**src/rtl/train_sequencer_pkg.sv**
```systemverilog
// rtl/train_sequencer_pkg.sv - shared types and sizing helpers for the training sequencer
package train_sequencer_pkg;

    typedef enum logic [1:0] {
        IDLE,
        RUN,
        DONE
    } state_t;

    // First-layer geometry of the DNN; one block feeds n0*fo0/z0 chunks plus 2 pipeline clocks.
    localparam int LAYER_N  [2] = '{16, 8};
    localparam int LAYER_FO [2] = '{4, 4};
    localparam int LAYER_Z  [2] = '{4, 4};

    localparam int DEFAULT_CPC = LAYER_N[0] * LAYER_FO[0] / LAYER_Z[0] + 2;

    function automatic int idx_w(input int n);
        return (n > 1) ? $clog2(n) : 1;
    endfunction

endpackage

```
**src/rtl/train_sequencer_acc_window.sv**
```systemverilog
// rtl/train_sequencer_acc_window.sv - bit history shift register with running popcount
module train_sequencer_acc_window #(
    parameter int DEPTH = 1000,
    parameter int CNT_W = 10
) (
    input  logic             clk,
    input  logic             rst,
    input  logic             clear,
    input  logic             shift_en,
    input  logic             bit_in,
    output logic [CNT_W-1:0] count
);

    logic [DEPTH-1:0] hist;

    // Count tracks popcount(hist) incrementally: add the entering bit, drop the leaving one.
    always_ff @(posedge clk or posedge rst) begin
        if (rst) begin
            hist  <= '0;
            count <= '0;
        end else if (clear) begin
            hist  <= '0;
            count <= '0;
        end else if (shift_en) begin
            hist  <= {hist[DEPTH-2:0], bit_in};
            count <= count + CNT_W'(bit_in) - CNT_W'(hist[DEPTH-1]);
        end
    end

endmodule

```
**src/rtl/train_sequencer.sv**
```systemverilog
// rtl/train_sequencer.sv - training-loop block/case/epoch sequencer with accuracy scoring
module train_sequencer
    import train_sequencer_pkg::*;
#(
    parameter int CPC     = DEFAULT_CPC,
    parameter int CASES_W = 16,
    parameter int EPOCH_W = 8,
    parameter int RECENT  = 1000,
    parameter int TOTAL_W = 24
) (
    input  logic                         clk,
    input  logic                         reset,
    input  logic                         start,
    input  logic                         abort,
    input  logic [CASES_W-1:0]           cfg_cases,
    input  logic [EPOCH_W-1:0]           cfg_epochs,
    input  logic                         a_bit,
    input  logic                         y_bit,
    output logic                         busy,
    output logic                         done,
    output logic [idx_w(CPC)-1:0]        cycle_index,
    output logic                         cycle_clk,
    output logic [idx_w(CPC-2)-1:0]      feed_sel,
    output logic [CASES_W-1:0]           case_idx,
    output logic [EPOCH_W-1:0]           epoch_idx,
    output logic                         case_done,
    output logic                         case_correct,
    output logic                         epoch_done,
    output logic [$clog2(RECENT+1)-1:0]  recent_correct,
    output logic [TOTAL_W-1:0]           total_correct
);

    localparam int CI_W = idx_w(CPC);
    localparam int FS_W = idx_w(CPC-2);
    localparam int RC_W = $clog2(RECENT+1);
    localparam logic [CI_W-1:0] LAST_IDX = CI_W'(CPC-1);
    localparam logic [CI_W:0]   FEED_OFS = (CI_W+1)'(CPC-4);
    localparam logic [CI_W:0]   FEED_MOD = (CI_W+1)'(CPC-2);

    state_t               state_q, state_d;
    logic [CASES_W-1:0]   cfg_cases_q;
    logic [EPOCH_W-1:0]   cfg_epochs_q;
    logic                 case_ok, ok_now;
    logic                 start_go, end_blk, last_case, last_epoch;
    logic [CI_W:0]        feed_sum, feed_wrap;

    assign start_go   = start && (state_q != RUN);
    assign end_blk    = (state_q == RUN) && (cycle_index == LAST_IDX);
    assign last_case  = (case_idx == cfg_cases_q - CASES_W'(1));
    assign last_epoch = (epoch_idx == cfg_epochs_q - EPOCH_W'(1));

    // The two pipeline clocks carry no valid output bits, so they restart the case score.
    assign ok_now = (cycle_index < CI_W'(2)) ? 1'b1 : (case_ok && (a_bit == y_bit));

    assign busy      = (state_q == RUN);
    assign done      = (state_q == DONE);
    assign cycle_clk = busy && (cycle_index == '0);

    assign feed_sum  = {1'b0, cycle_index} + FEED_OFS;
    assign feed_wrap = (feed_sum >= FEED_MOD) ? feed_sum - FEED_MOD : feed_sum;
    assign feed_sel  = busy ? FS_W'(feed_wrap) : '0;

    always_ff @(posedge clk or posedge reset) begin
        if (reset) state_q <= IDLE;
        else       state_q <= state_d;
    end

    always_comb begin
        state_d = state_q;
        case (state_q)
            IDLE, DONE: begin
                if (start)
                    state_d = (cfg_cases == '0 || cfg_epochs == '0) ? DONE : RUN;
            end
            RUN: begin
                if (abort)
                    state_d = IDLE;
                else if (end_blk && last_case && last_epoch)
                    state_d = DONE;
            end
            default: state_d = IDLE;
        endcase
    end

    always_ff @(posedge clk or posedge reset) begin
        if (reset) begin
            cfg_cases_q   <= '0;
            cfg_epochs_q  <= '0;
            cycle_index   <= '0;
            case_idx      <= '0;
            epoch_idx     <= '0;
            case_ok       <= 1'b0;
            case_done     <= 1'b0;
            case_correct  <= 1'b0;
            epoch_done    <= 1'b0;
            total_correct <= '0;
        end else begin
            case_done  <= 1'b0;
            epoch_done <= 1'b0;
            if (start_go) begin
                cfg_cases_q   <= cfg_cases;
                cfg_epochs_q  <= cfg_epochs;
                cycle_index   <= '0;
                case_idx      <= '0;
                epoch_idx     <= '0;
                total_correct <= '0;
            end else if (state_q == RUN) begin
                if (abort) begin
                    cycle_index <= '0;
                end else begin
                    case_ok <= ok_now;
                    if (end_blk) begin
                        cycle_index  <= '0;
                        case_done    <= 1'b1;
                        case_correct <= ok_now;
                        if (ok_now && total_correct != '1)
                            total_correct <= total_correct + TOTAL_W'(1);
                        if (last_case) begin
                            case_idx   <= '0;
                            epoch_done <= 1'b1;
                            if (!last_epoch)
                                epoch_idx <= epoch_idx + EPOCH_W'(1);
                        end else begin
                            case_idx <= case_idx + CASES_W'(1);
                        end
                    end else begin
                        cycle_index <= cycle_index + CI_W'(1);
                    end
                end
            end
        end
    end

    train_sequencer_acc_window #(
        .DEPTH (RECENT),
        .CNT_W (RC_W)
    ) u_window (
        .clk      (clk),
        .rst      (reset),
        .clear    (start_go),
        .shift_en (end_blk && !abort),
        .bit_in   (ok_now),
        .count    (recent_correct)
    );

endmodule

```
**config.mk**
```make
export PLATFORM = sky130hd
export DESIGN_NAME = train_sequencer
export DESIGN_NICKNAME = d
export VERILOG_FILES = /design/src/rtl/train_sequencer_pkg.sv /design/src/rtl/train_sequencer_acc_window.sv /design/src/rtl/train_sequencer.sv
export SDC_FILE = /design/constraint.sdc
export NUM_CORES = 2
export LEC_CHECK = 0
export ABC_AREA = 1
export BUFFER_PORTS_ARGS = -buffer_cell sky130_fd_sc_hd__buf_2
export CELL_PAD_IN_SITES_DETAIL_PLACEMENT = 1
export CELL_PAD_IN_SITES_GLOBAL_PLACEMENT = 1
export CORE_MARGIN = 2
export CORE_UTILIZATION = 30
export CTS_CLUSTER_SIZE = 30
export DETAILED_ROUTE_END_ITERATION = 10
export PLACE_DENSITY_LB_ADDON = 0.15
export SKIP_LAST_GASP = 1
export SLEW_MARGIN = 25
export SYNTH_ARGS = -nofsm -noshare
export SYNTH_HDL_FRONTEND = slang
export SYNTH_SLANG_ARGS = --single-unit
```
**constraint.sdc**
```tcl
create_clock -name clk -period 46.5 [get_ports clk]
set_input_delay 9.3 -clock clk [delete_from_list [all_inputs] [get_ports clk]]
set_output_delay 9.3 -clock clk [all_outputs]
set_load 0.02 [all_outputs]
```
==> qor.csv <==
stage,metric,value,unit
placed_design,post-detail-place hpwl,50.9,mm
floorplanning,die span in x,382,microns
critical_path,critical path endpoint category,flop,
placed_design,# port buffers,102,
synthesis,Yosys top cell area share,64.0,%
critical_path,R2R depth,13,
sta,relative slew slack,29.4,%
grt,vias in the first global route,30808,
sta,Final period util,28.2,%
final_layout,Layout Nets,4272,
clock_tree,post_cts resized,0,
critical_path,terminus of the critical flop-to-flop path,u_window.hist[352]$_DFFE_PP0P_,
clock_tree,clock-pin slew on the worst setup and hold paths,0.06,ns
sta,Max Fclk,76.2,MHz
floorplanning,die height,382,microns
run,Max-Cap Viols,0,
grt,initial antenna violation count,0,
clock_tree,total CTS buffers,120,
worst_hold_path,Hold Path Origin,u_window.hist[954]$_DFFE_PP0P_,
synthesis,cells after synthesis,4214,
synthesis,"area leader, netlist",dfrtp_1,
synthesis,Synth Cell Area,42800,sq um
final_layout,fin util,34.4,%
synthesis,register bit total from synthesis,1093,
critical_path,WP data arrival,13.65,ns
routing,first-pass iteration count of the detailed router,5,
routing,Routed wire per std cell,14.7,microns
routing,Detail Route Antenna Nets,0,
routing,WL final,91.3,mm
synthesis,ys async rst share,100,%
synthesis,Post-synth top cells,"1093 x dfrtp_1, 1057 x inv_1, 937 x o22ai_1",
routing,routed vias/inst,4.63,
sta,Worst Skew,0.0249,ns
sta,Final TNS setup,0,ns
floorplanning,Core Region,142000,sq um
critical_path,Worst Setup SP,abort,
floorplanning,io pins,103,
clock_tree,Clock Tree Buf Depth,3,
clock_tree,CTS tree,done,
clock_tree,Post CTS Setup Buffer Count,0,
critical_path,"Max FO, Critical Path",155,
final_layout,share of post-route cells with drive strength above 1,8.32,%
power,worst vdd ir,0.0293,mV
final_layout,Final Instance Area,48800,sq um
grt,GRT Resource Usage Total,12.7,%
floorplanning,row count,138,
routing,DRC Markers,0,
synthesis,"Seq/Total Area, Yosys",64.0,%
clock_tree,H-tree Lvls,3,
worst_hold_path,HP Class,flop to flop,
clock_tree,clock sinks,1093,
synthesis,Cell variety after synth,42,
power,Pleak,21.6,nW
critical_path,CP startpoint kind,primary input,
synthesis,cell with the most instances after synthesis,dfrtp_1,
critical_path,crit path to,u_window.hist[352]$_DFFE_PP0P_,
synthesis,"EDFF count, synth",0,
sta,RSZ-0062 raised after global routing,no,
clock_tree,Clock Latency Late Sink,0.72,ns
grt,largest net degree at the start of global routing,229,
routing,initial drt markers,1673,
power,power per cell area,42.8,nW/um^2
floorplanning,initial cell density of the core,30.2,%
run_status,status,finished clean,
grt,first-pass GRT wire length,158,mm
sta,Final min period,13.12,ns
routing,via count,28752,
synthesis,syn_nets,4265,
sta,Worst-Margin Slew,1.06,ns
synthesis,Syn. warnings,0,
critical_path,CP Class,primary input to flop,
final_layout,# diodes,0,
placed_design,DP Area,44700,sq um
placed_design,Routability Congestion,0.755,
critical_path,Worst Path Required,47.03,ns
clock_tree,Hold Buf Count CTS,0,
critical_path,reg2reg start,cycle_index[1]$_DFFE_PP0P_,
critical_path,"reg-to-reg slack, setup",41.01,ns
clock_tree,CTS root buffer,clkbuf_16,
synthesis,mean post-synth cell area,10.1,sq um
sta,worst hold slack,0.477,ns
floorplanning,Die ar.,146000,sq um
synthesis,Post-synth top flop,dfrtp_1,
sta,final hold vios,0,
sta,Final Max Slew Viols,0,
sta,final setup fails,0,
synthesis,synth top area cells,"dfrtp_1 64%, o22ai_1 14%, inv_1 9.3%",
final_layout,area delta synth->final,14.1,%
grt,GRT overflow,0,
## per-layer routing
metal / GRT usage [%] / vias up / wire length, microns
met3: 2.39 / 122 / 3430
met5: 0 / - / 0
met1: 17.6 / 14459 / 44700
met4: 3.89 / 0 / 1780
li1: - / 13892 / -
met2: 20.2 / 279 / 41300
## worst min path at each step
stage,to,slack [ns],cells after the start
floorplan,u_window.hist[938]$_DFFE_PP0P_,0.44,2
global placement,u_window.hist[954]$_DFFE_PP0P_,0.46,2
detailed placement,u_window.hist[983]$_DFFE_PP0P_,0.47,2
CTS,u_window.hist[983]$_DFFE_PP0P_,0.48,2
global route,u_window.hist[967]$_DFFE_PP0P_,0.50,2
finish,u_window.hist[954]$_DFFE_PP0P_,0.48,2
## critical path, cell delays in order
cell and delay [ns]:
buf_2 0.11, inv_1 0.09, nand2_4 0.39, inv_2 0.23
nor2_4 0.07, inv_8 0.59, buf_4 0.81, buf_4 0.57
buf_16 0.31, buf_4 0.80, o22ai_1 0.16
## cells in the final DEF (no fill, tap or decap), drive strengths merged, types with 2 or more instances in the layout
cell type / n
a21oi: 24
o21bai: 2
buf: 133
ha: 20
nor4: 16
xor2: 26
bufinv: 7
nand3: 125
nand2: 382
nand3b: 5
nor2: 106
nor3: 15
o21ai: 83
dfrtp: 1093
or2: 4
a22oi: 4
nor3b: 3
o22ai: 937
clkinv: 29
nand4: 31
clkbuf: 179
o31ai: 11
inv: 1063
xnor2: 9
clkinvlp: 2
## final cells by class
type	instances	area, sq um
clock buffers	179	3550
clock inverters	39	444
flip-flops and latches	1093	27400
fillers	15962	92800
well taps	1890	2360
repair buffers	133	877
multi-input cells	1811	10200
inverters	1062	4000
## state kept, by name (all words and copies together) (netlist names)
| signal | count |
|---|---|
| cfg_epochs_q | 8 |
| u_window.hist | 1000 |
| cfg_cases_q | 16 |
| u_window.count | 10 |
| case_done | 1 |
| epoch_idx | 8 |
| epoch_done | 1 |
| total_correct | 24 |
| state_q | 2 |
| case_ok | 1 |
| case_correct | 1 |
| cycle_index | 5 |
| case_idx | 16 |
## cells by family after synthesis
logic type / after synthesis / share of synthesized area, %
buffers and inverters: 1310 / 12.2
DFF: 1093 / 64.0
AOI/OAI and AO/OA: 1066 / 15.4
and+or+nand+nor: 689 / 7.08
xor gates and xnor gates: 35 / 0.717
adders and majority gates: 21 / 0.632
## stage by stage
stage / worst slack [ns] / power (mW) / cells
final: 33.38 / 2.09 / 6207
after global placement: 32.35 / 1.16 / 5987
after detailed placement: 32.57 / 1.16 / 5988
after floorplan: 6.43 / 1.12 / 4214
after CTS: 33.33 / 2.14 / 6206
after global routing: 32.96 / 2.19 / 6207
## where the power goes
group / switching, mW / internal, mW / leakage (nW)
logic: 0.125 / 0.0429 / 4.36
clock network: 0.387 / 0.563 / 1.97
registers: 0.0108 / 0.960 / 15.2
total: 0.523 / 1.57 / 21.6
(Power assumes the default switching activity.)
